[config.mk]
export PLATFORM = sky130hd
export DESIGN_NAME = countdown_24
export DESIGN_NICKNAME = d
export VERILOG_FILES = /design/src/rtl/counter_pkg.sv /design/src/rtl/countdown_24_down_stage.sv /design/src/rtl/countdown_24.sv
export SDC_FILE = /design/constraint.sdc
export NUM_CORES = 1
export LEC_CHECK = 0
export ABC_AREA = 1
export BUFFER_PORTS_ARGS = -buffer_cell sky130_fd_sc_hd__clkbuf_2
export CELL_PAD_IN_SITES_DETAIL_PLACEMENT = 2
export CELL_PAD_IN_SITES_GLOBAL_PLACEMENT = 2
export CORE_MARGIN = 2
export CORE_UTILIZATION = 28
export CTS_CLUSTER_DIAMETER = 120
export DETAILED_ROUTE_END_ITERATION = 8
export HOLD_SLACK_MARGIN = 0.03
export PLACE_DENSITY = 0.86
export SYNTH_ARGS = -nofsm -noshare
export SYNTH_HDL_FRONTEND = slang
export SYNTH_SLANG_ARGS = --single-unit
[constraint.sdc]
create_clock -name clk -period 1.9 [get_ports clk]
set_clock_uncertainty 0.1 [all_clocks]
set_input_delay 0.095 -clock clk [delete_from_list [all_inputs] [get_ports clk]]
set_output_delay 0.095 -clock clk [all_outputs]
set_load 0.02 [all_outputs]
[src/rtl/counter_pkg.sv]
// Shared definitions for the cascaded up/down counters: FSM state type and widths.
package counter_pkg;

   localparam int COUNT_W = 24;
   localparam int STAGE_W = 8;

   typedef enum logic [1:0] {
      IDLE = 2'd0,
      RUN  = 2'd1,
      DONE = 2'd2
   } cnt_state_t;

endpackage

[src/rtl/countdown_24_down_stage.sv]
// One STAGE_W-bit down-count stage; wraps from 0 to all-ones when decremented.
module down_stage #(
   parameter int STAGE_W = 8
) (
   input  logic               clk,
   input  logic               reset,
   input  logic               load,
   input  logic [STAGE_W-1:0] load_val,
   input  logic               dec,
   output logic [STAGE_W-1:0] q,
   output logic               is_zero
);

   always_ff @(posedge clk or posedge reset) begin
      if (reset) begin
         q <= '0;
      end else if (load) begin
         q <= load_val;
      end else if (dec) begin
         q <= q - 1'b1;
      end
   end

   assign is_zero = (q == '0);

endmodule

[src/rtl/countdown_24.sv]
// Loadable 24-bit down-counter built from cascaded down_stage instances.
// Define COUNTDOWN_AUTO_RELOAD_EN to make the terminal decrement reload and keep running.
//
// state | meaning
// IDLE  | waiting; load/start accepted, count held
// RUN   | decrementing on en, busy high
// DONE  | one cycle after terminal decrement, done high
module countdown_24 #(
   parameter int W       = counter_pkg::COUNT_W,
   parameter int STAGE_W = counter_pkg::STAGE_W,
   parameter int STAGES  = 3
) (
   input  logic         clk,
   input  logic         reset,
   input  logic         load,
   input  logic [W-1:0] load_val,
   input  logic         start,
   input  logic         stop,
   input  logic         en,
   output logic [W-1:0] count,
   output logic         busy,
   output logic         done,
   output logic         zero
);

   import counter_pkg::*;

   cnt_state_t state, state_nxt;

   logic [W-1:0]      reload;
   logic [W-1:0]      stage_load_val;
   logic [STAGES-1:0] stage_zero;
   logic [STAGES-1:0] borrow;
   logic              load_acc;
   logic              reload_now;
   logic              dec_en;
   logic              done_nxt;
   logic              count_is_one;

   assign count_is_one = (count == W'(1));
   assign zero         = &stage_zero;
   assign busy         = (state == RUN);

   always_ff @(posedge clk or posedge reset) begin
      if (reset) begin
         state  <= IDLE;
         done   <= 1'b0;
         reload <= '0;
      end else begin
         state <= state_nxt;
         done  <= done_nxt;
         if (load_acc) begin
            reload <= load_val;
         end
      end
   end

   always_comb begin
      state_nxt  = state;
      done_nxt   = 1'b0;
      load_acc   = 1'b0;
      reload_now = 1'b0;
      dec_en     = 1'b0;
      case (state)
         IDLE: begin
            if (load) begin
               load_acc = 1'b1;
            end else if (start) begin
               if (!zero) begin
                  state_nxt = RUN;
               end else begin
                  done_nxt = 1'b1;
               end
            end
         end
         RUN: begin
            if (stop) begin
               state_nxt = IDLE;
            end else if (en && !zero) begin
               if (count_is_one) begin
                  done_nxt = 1'b1;
`ifdef COUNTDOWN_AUTO_RELOAD_EN
                  if (reload != '0) begin
                     reload_now = 1'b1;
                  end else begin
                     dec_en    = 1'b1;
                     state_nxt = DONE;
                  end
`else
                  dec_en    = 1'b1;
                  state_nxt = DONE;
`endif
               end else begin
                  dec_en = 1'b1;
               end
            end
         end
         DONE: begin
            state_nxt = IDLE;
            if (load) begin
               load_acc = 1'b1;
            end
         end
         default: begin
            state_nxt = IDLE;
         end
      endcase
   end

   // A reload replaces the decrement, so the stages only ever see one of load/dec.
   assign stage_load_val = reload_now ? reload : load_val;

   for (genvar k = 0; k < STAGES; k++) begin : g_stage
      if (k == 0) begin : g_first
         assign borrow[k] = dec_en;
      end else begin : g_rest
         assign borrow[k] = borrow[k-1] & stage_zero[k-1];
      end

      down_stage #(
         .STAGE_W (STAGE_W)
      ) u_stage (
         .clk      (clk),
         .reset    (reset),
         .load     (load_acc | reload_now),
         .load_val (stage_load_val[k*STAGE_W +: STAGE_W]),
         .dec      (borrow[k]),
         .q        (count[k*STAGE_W +: STAGE_W]),
         .is_zero  (stage_zero[k])
      );
   end

endmodule

# Word-level counts from Yosys, hierarchy flattened
# Index checks and enable logic that the tools add are counted.
# classes
n_addsub	3
eq_ne	8
n_mux	25
bitwise_logic	2
reduce_logical	12
# op_table
op	n
8-bit two-way mux	6
24-bit by 1-bit equality test with 1-bit output, second input constant	1
8-bit logical NOT	3
8-bit by 1-bit subtractor with 8-bit output, second input constant	3
2-bit two-way mux	6
1-bit two-way mux	11
2-bit inequality test, second input constant	3
3-bit by 2-bit inequality test with 1-bit output, second input constant	2
2-bit nonzero test	3
5-bit AND reduction	1
2-bit case mux with 2 select lines	1
3-bit AND reduction	1
1-bit AND	2
2-bit by 1-bit equality test with 1-bit output, second input constant	1
2-bit equality test, second input constant	1
2-bit logical NOT	1
1-bit case mux with 2 select lines	1
2-bit OR reduction	1
1-bit logical AND	1
1-bit logical NOT	1
# word_totals
ff_bits	27
inputBits	30
output_inout_bits	27
wordCells	55

# Depth between registers and ports, before layout
# Gate-level depths: netlist (run 1).
# depth
word_depth	11
depth_mapped	10

# By module
# From an unflattened synthesis (run 1), not the netlist that was laid out.
# unflattened
hier_cells	277
hier_area_um2	1978.1
# modules_own_cells
module	n_inst	cells_per_inst	area_per_inst_um2
down_stage	3	70	534.3
countdown_24	1	67	375.4

# Least setup slack after synthesis (run 1)
# OpenSTA, ideal clock, no wires.
# synth_path
kind	register -> register
start	register g_stage[0].u_stage.q[0]
end	register g_stage[0].u_stage.q[6]
arrival_time_ns	1.486
required_time_ns	1.682
path_slack_ns	0.195
path_stages_with_launch	11
n_path_buf	1
synth_period_minus_slack_ns	1.705
cell_sequence	dfrtp_1 inv_1 ha_1 nand2_2 nor2_4 nand3_4 nand3_2 nand2_4 buf_6 nand2_2 o21ai_2
# synth_via
elab_chain_len	8
word_cells_on_any_way	11
classes_between	add/sub (1); mux (5); reduce/logical (5)
# synth_rtl
element	line_no	text
start: declaration	countdown_24_down_stage.sv:10	output logic [STAGE_W-1:0] q,
start signal: assignment	countdown_24_down_stage.sv:18	q <= load_val;
start signal: assignment	countdown_24_down_stage.sv:20	q <= q - 1'b1;
8-bit logical NOT	countdown_24_down_stage.sv:24	assign is_zero = (q == '0);
3-bit AND reduction	countdown_24.sv:41	assign zero = &stage_zero;
1-bit logical NOT	countdown_24.sv:79	end else if (en && !zero) begin
1-bit logical AND	countdown_24.sv:79	
1-bit two-way mux	countdown_24.sv:79	
1-bit two-way mux	countdown_24.sv:77	if (stop) begin
1-bit two-way mux	countdown_24.sv:64	case (state)
2-bit nonzero test (no source line)	-	
# Several ways; a longest one is shown, not always the timed one. The select of a mux whose other input is x is not followed.
# A chain may end at the register's enable or synchronous reset.

# Final worst setup path (run 1)
# layout_path
start	register g_stage[2].u_stage.q[5]
end	output port zero
# layout_via
elab_chain_len	2
# layout_rtl
element	line_no	text
start: declaration	countdown_24_down_stage.sv:10	
start signal: assignment	countdown_24_down_stage.sv:18	
start signal: assignment	countdown_24_down_stage.sv:20	
8-bit logical NOT	countdown_24_down_stage.sv:24	
3-bit AND reduction	countdown_24.sv:41	
end: declaration	countdown_24.sv:23	output logic zero
# No other way between the ends.

==> results.json, run 1 <==
{
  "required_ns": 1.70,
  "syn_inst": 294,
  "drive_above_1_share_pct": 29.46,
  "worstRegToRegCells": 9,
  "slew_headroom_pct": 72.99,
  "coreArea_sq_um": 6869,
  "intPower_mw": 1.971,
  "die_x_microns": 88.90,
  "critPathKind": "reg -> out",
  "grt_pass1_vias": 2338,
  "utilization_pct": 38.52,
  "area_growth_pct": 31.12,
  "pwr-share-clk_pct": 8.4,
  "timing.rr.end": "g_stage[1].u_stage.q[2]",
  "yosysWarnings": 0,
  "routed_wl_microns": 6967,
  "gp_congestion": 0.7939,
  "rr_startpoint": "g_stage[0].u_stage.q[0]",
  "wl_per_cell_microns": 14.95,
  "grt_use_total_pct": 18.53,
  "netlist_area_sq_um": 2018,
  "antenna_left": 0,
  "yosysSeqAreaShare_pct": 33.48,
  "period_minus_slack_ns": 1.809,
  "tritoncts": "done",
  "place.detailed.hpwl_microns": 5118,
  "insertion_delay_ns": 0.29,
  "finalCritPeriodShare_pct": 95.20,
  "hold_viol": 0,
  "worstHoldStart": "load_val[14]",
  "fp.dieArea_sq_um": 7903,
  "power_mw": 4.295,
  "viasPerCell": 4.747,
  "cp_data_arrival_time_ns": 1.61,
  "outcome": "finished clean",
  "grt-ovfl-total": 0,
  "clock.fmax_mhz": 552.9,
  "switching_share_pct": 54.10,
  "p_comb_share_pct": 65.9,
  "grt_pass1_wl_microns": 11390,
  "rrSetupSlack_ns": 0.12,
  "postSynthAreaPerCell_sq_um": 6.865,
  "nets": 408,
  "dp_cells": 451,
  "hold_path_depth": 5,
  "maxSlewViolCount": 0,
  "initial_core_util_pct": 29.38,
  "cp_max_fo": 5,
  "dr.first_iter.drc_count": 101,
  "dr.pass1.iters": 4,
  "path_clk_slew_ns": 0.11,
  "max_stage_delay_ns": 0.45,
  "numCtsBuffers": 3,
  "worstHoldEndpoint": "g_stage[1].u_stage.q[6]",
  "hold_slack_ns": 0.03324,
  "worstHoldPathType": "in -> reg",
  "cap_violations": 0,
  "p_seq_share_pct": 25.7,
  "std_cell_rows": 30,
  "ys_types": 28,
  "fin_cells": 466,
  "drc": 0,
  "h-tree-depth": 1,
  "p_leak_nw": 1.379,
  "cts_sinks": 27,
  "antenna_found_initial": 0,
  "num_antenna_cells": 0,
  "port_buffers": 56,
  "dieHeight_microns": 88.90,
  "crit_path_cell_trace": "nor2_1 -> nand2_1 -> nor2_4 -> nand3_4 -> inv_2 -> buf_4",
  "worst_setup_path_start_kind": "register",
  "syn_nets": 331,
  "tightest_slew_ns": 0.4038,
  "crit_slowest_cell": "dfrtp_1",
  "ir_drop_v": 0.0005488,
  "vias": 2212,
  "cp-end-kind": "primary output",
  "power_switching_mw": 2.324,
  "powerDensity_nw_per_um2": 1623,
  "ctsLongestPathBuffers": 2,
  "ios": 57,
  "root_buffer": "clkbuf_8",
  "setup_viol": 0,
  "synth_seq_cells": 27,
  "grt_max_degree": 41
}
==> worst max path at each step <==
stage,cells after the start,slack [ns],to,start
floorplan,10,0.20,g_stage[0].u_stage.q[6],g_stage[0].u_stage.q[0]
global placement,9,0.18,g_stage[1].u_stage.q[0],g_stage[2].u_stage.q[0]
detailed placement,9,0.08,g_stage[1].u_stage.q[2],g_stage[2].u_stage.q[0]
CTS,7,0.00007,zero,g_stage[0].u_stage.q[0]
global route,8,-0.02,g_stage[0].u_stage.q[0],g_stage[2].u_stage.q[5]
finish,6,0.09,zero,g_stage[2].u_stage.q[5]
==> worst max-delay path, delay by kind of cell (launching register included) <==
kind	cells	cell delay [ns]
flops	1	0.45
simple gates	4	0.66
buf+inv	2	0.22
==> power by group through the flow <==
stage / clock, mW / combinational, mW / sequential (mW)
2_1_floorplan: 0 / 1.52 / 1.37
3_3_place_gp: 0 / 2.63 / 1.10
3_5_place_dp: 0 / 2.76 / 1.12
4_1_cts: 0.363 / 2.79 / 1.11
5_1_grt: 0.386 / 3.20 / 1.14
6_report: 0.362 / 2.83 / 1.10
==> logic make-up (layout without fill, tap and decap cells) <==
family	Yosys count	count (layout)	share of synthesized area (%)
buf+inv	45	121	9.176
simple gates	175	175	41.29
fa+ha+maj	7	7	4.340
compound gates	40	40	11.72
flops	27	27	33.48
==> per-layer routing <==
layer | vias to the layer above | wire (microns) | global-route usage (%)
met2 | 35 | 3569 | 32.97
met1 | 1077 | 3121 | 23.87
met3 | 9 | 175 | 2.031
met5 | - | 0 | 0
met4 | 0 | 100 | 4.821
li1 | 1091 | - | -
==> layout make-up <==
cell class	instances	area, sq um
Clock buffer	3	41.29
Clock inverter	1	7.507
Fill cell	855	4223
Inverter	37	138.9
Multi-Input combinational cell	222	1169
Sequential cell	27	676.9
Tap cell	96	120.1
Timing Repair Buffer	80	493.0
==> Yosys cell counts, drive strengths merged <==
cell     n  area (sq um)
nand4    6         58.80
nand3   34         187.7
clkinv   1         3.750
ha       7         87.58
nand2   96         387.9
buf      6         38.79
a21oi    9         45.04
dfrtp   27         675.7
or2      1         6.260
inv     36         135.1
clkbuf   2         7.510
nor3     3         26.28
a31oi    4         25.02
o21ai   25         151.4
o31ai    2         15.01
nor2    35         166.4
==> cell usage in the layout (no fill, tap or decap), drive strengths merged <==
| cell | n |
|---|---|
| nand3 | 34 |
| dlygate4sd3 | 7 |
| clkinvlp | 1 |
| nor2 | 35 |
| clkbuf | 58 |
| a21oi | 9 |
| o21ai | 25 |
| nor3 | 3 |
| nand4 | 6 |
| o31ai | 2 |
| nand2 | 96 |
| clkinv | 1 |
| ha | 7 |
| buf | 18 |
| a31oi | 4 |
| dfrtp | 27 |
| inv | 36 |
| or2 | 1 |
==> metrics by stage <==
| stage | setup WS, ns | setup TNS [ns] | area (sq um) |
|---|---|---|---|
| 6_report | 0.09128 | 0 | 2646 |
| 5_1_grt | -0.01802 | -0.06743 | 2646 |
| 4_1_cts | 0.00007405 | 0 | 2604 |
| 3_5_place_dp | 0.07539 | 0 | 2485 |
| 3_3_place_gp | 0.1780 | 0 | 2485 |
| 2_1_floorplan | 0.1953 | 0 | 2018 |
==> flip-flops by register name (all words and copies together) (netlist names) <==
name	flops
g_stage.u_stage.q	24
state	2
done	1
==> what timing repair did <==
action	4_1_cts	5_1_grt
gates resized for setup	0	8
buffers inserted	0	4
setup endpoints to repair	0	22
hold buffers	7	0
endpoints found under the hold margin	33	0
Power figures use the tool's default switching activity.
==> run 2, diff against run 1 <==
--- a/config.mk
+++ b/config.mk
@@ -5,16 +5,16 @@
 export SDC_FILE = /design/constraint.sdc
 export NUM_CORES = 1
 export LEC_CHECK = 0
-export ABC_AREA = 1
+export ABC_AREA = 0
 export BUFFER_PORTS_ARGS = -buffer_cell sky130_fd_sc_hd__clkbuf_2
 export CELL_PAD_IN_SITES_DETAIL_PLACEMENT = 2
 export CELL_PAD_IN_SITES_GLOBAL_PLACEMENT = 2
 export CORE_MARGIN = 2
-export CORE_UTILIZATION = 28
+export CORE_UTILIZATION = 29
 export CTS_CLUSTER_DIAMETER = 120
 export DETAILED_ROUTE_END_ITERATION = 8
 export HOLD_SLACK_MARGIN = 0.03
-export PLACE_DENSITY = 0.86
+export PLACE_DENSITY = 0.85
 export SYNTH_ARGS = -nofsm -noshare
 export SYNTH_HDL_FRONTEND = slang
 export SYNTH_SLANG_ARGS = --single-unit
==> run 2 against run 1 <==
  * The run now ends with setup timing left
  * Critical path depth grew 1
  * Clock power about the same
  * Global-route usage up 12 points
  * Worst setup slack lost 0.53 ns
  * Synthesized cell count fell by 34%
  * Critical path type is now reg -> reg
==> results.json, run 2 <==
{
  "rrSetupSlack_ns": -0.44,
  "numCtsBuffers": 3,
  "wl_per_cell_microns": 28.21,
  "period_minus_slack_ns": 2.342,
  "gp_congestion": 0.7648,
  "grt_pass1_wl_microns": 14790,
  "cp_data_arrival_time_ns": 2.41,
  "cap_violations": 0,
  "slew_headroom_pct": 72.06,
  "syn_nets": 230,
  "setup_viol": 28,
  "cp-end-kind": "register",
  "netlist_area_sq_um": 1750,
  "dieHeight_microns": 81.69,
  "root_buffer": "clkbuf_8",
  "synth_seq_cells": 27,
  "final_design_area_no_fill_sq_um": 3332,
  "synth.area.top_cells": "dfrtp_1 (39%), ha_1 (5.0%), o21ai_0 (4.9%), nand2_1 (4.5%), xnor2_1 (4.0%)",
  "placed_area_sq_um": 2560,
  "final_cell_mix": "buf_4 (56), clkbuf_2 (55), dlygate4sd3_1 (25)",
  "outcome": "complete, but fails checks",
  "fin_cells": 412,
  "synthArstFlopShare_pct": 100.0,
  "nets": 375,
  "grt_use_total_pct": 31.03,
  "cp-startpoint": "g_stage[1].u_stage.q[1]",
  "yosysMostFrequentCell": "dfrtp_1",
  "yosysTopAreaCellShare_pct": 38.60,
  "powerDensity_nw_per_um2": 729.0,
  "synth_flop_cell": "dfrtp_1",
  "fp.dieArea_sq_um": 6673,
  "coreArea_sq_um": 5886,
  "path_clk_slew_ns": 0.11,
  "routed_wl_microns": 11620,
  "rsz0062_at_grt": "true",
  "worstHoldPathType": "in -> reg",
  "grt_max_degree": 28,
  "ys_types": 42,
  "postSynthAreaPerCell_sq_um": 9.070,
  "power_mw": 2.429,
  "antenna_found_initial": 0,
  "vias": 2292,
  "tightest_slew_ns": 0.4176,
  "cp_max_fo": 3,
  "drc": 0,
  "utilization_pct": 56.61,
  "hold_path_depth": 3,
  "tritoncts": "done",
  "std_cell_rows": 28,
  "ios": 57,
  "ctsLongestPathBuffers": 2,
  "timing.rr.end": "state[0]",
  "num_antenna_cells": 0,
  "ir_drop_v": 0.0004280,
  "place.detailed.hpwl_microns": 5788,
  "syn_inst": 193,
  "p_leak_nw": 1.404,
  "insertion_delay_ns": 0.29,
  "synth_top_cell_by_area": "dfrtp_1",
  "final_common_cell": "buf_4",
  "finalCritPeriodShare_pct": 123.3,
  "maxSlewViolCount": 0,
  "grt_pass1_vias": 2529,
  "dp_cells": 371,
  "hold_viol": 0,
  "violations": "setup timing",
  "critPathKind": "reg -> reg",
  "rr_startpoint": "g_stage[1].u_stage.q[1]",
  "h-tree-depth": 1,
  "synth_edf_count": 0,
  "worstRegToRegCells": 7,
  "initial_core_util_pct": 29.74,
  "grt-ovfl-total": 0,
  "cts_sinks": 27,
  "dr.first_iter.drc_count": 91,
  "area_growth_pct": 90.35,
  "fin_ws_ns": -0.4424,
  "antenna_left": 0,
  "top_regs": "g_stage.u_stage.q: 24 flops, state: 2 flops, done: 1 flops",
  "largest_reg_flops": 24,
  "required_ns": 1.97,
  "viasPerCell": 5.563,
  "post-place-ws_ns": -0.3666,
  "clock.fmax_mhz": 426.9,
  "netlist_top_cells_count": "dfrtp_1 (27), nand2_1 (21), o21ai_0 (17)",
  "die_x_microns": 81.69,
  "dr.pass1.iters": 4,
  "port_buffers": 56,
  "drive_above_1_share_pct": 59.35,
  "largest-register": "g_stage.u_stage.q",
  "yosysWarnings": 0,
  "yosysSeqAreaShare_pct": 38.60,
  "cp-endpoint": "state[0]",
  "worst_setup_path_start_kind": "register"
}
==> run 2: cell types whose count changed after synthesis, moves of 5 or more <==
cell	change
inv_1	-27
nand3_1	-22
nor4_1	+7
nand2_2	-5
xnor2_1	+8
nor2_1	-15
a21oi_1	-7
nand2_1	-68
o21ai_2	-7
==> run 2: worst min path at each step <==
| stage | startpoint | endpoint | slack [ns] |
|---|---|---|---|
| final | load_val[23] | g_stage[2].u_stage.q[7] | 0.06 |
| after global routing | load_val[23] | g_stage[2].u_stage.q[7] | 0.06 |
| after CTS | load_val[23] | g_stage[2].u_stage.q[7] | 0.04 |
| after detailed placement | reset | g_stage[2].u_stage.q[4] | 0.08 |
| after global placement | reset | done | 0.06 |
| after floorplan | reset | done | 0.05 |
==> run 2: final cells by class <==
class	count	area, sq um
clock buffers	3	41.29
clock inverters	1	5.005
fillers	579	2554
inverters	9	33.78
multi-input cells	150	1390
flip-flops and latches	27	685.7
well taps	75	93.84
repair buffers	147	1082
==> run 2: report_power, final <==
group / switching, mW / total, mW / internal, mW / leakage (nW)
clock network: 0.212 / 0.360 / 0.148 / 0.0255
logic: 0.737 / 1.28 / 0.543 / 1.06
registers: 0.120 / 0.789 / 0.669 / 0.320
total: 1.07 / 2.43 / 1.36 / 1.40
==> run 2: kinds of logic (layout without fill, tap and decap cells) <==
| group | Yosys count | count (layout) | share of synthesized area, % |
|---|---|---|---|
| AOI/OAI and AO/OA | 30 | 30 | 10.29 |
| adders and majority gates | 7 | 7 | 5.003 |
| DFF | 27 | 27 | 38.60 |
| muxes | 4 | 4 | 2.430 |
| and+or+nand+nor | 97 | 97 | 34.17 |
| xor gates and xnor gates | 12 | 12 | 6.004 |
| buffers and inverters | 16 | 160 | 3.502 |
==> run 2: repair_timing <==
action,4_1_cts,5_1_grt
gates cloned,1,0
endpoints found under the setup margin,28,28
hold endpoints to repair,51,0
gates resized for setup,57,38
pin swaps,24,20
buffers inserted,6,5
hold buffers,25,0
==> run 2: metal layers <==
layer / vias up / share of wire, % / global-route usage [%]
met3: 45 / 3.7 / 3.846
met1: 1170 / 39 / 33.90
met5: - / 0 / 0
li1: 984 / - / -
met2: 93 / 51 / 59.18
met4: 0 / 5.8 / 14.17
==> run 2: worst max-delay path, stage by stage, from the launching register on <==
cell and delay [ns]:
dfrtp_2 0.44, inv_2 0.10, ha_4 0.14, and4bb_2 0.28
nand4_1 0.18, or4_4 0.57, o31ai_2 0.26, a21oi_1 0.14
==> run 2: per-stage QoR <==
stage / hold WS (ns) / setup TNS (ns)
after floorplan: 0.04716 / -1.340
after global placement: 0.06301 / -0.8827
after detailed placement: 0.08008 / -4.817
after CTS: 0.03873 / -3.791
after global routing: 0.06381 / -7.836
final: 0.06469 / -6.049
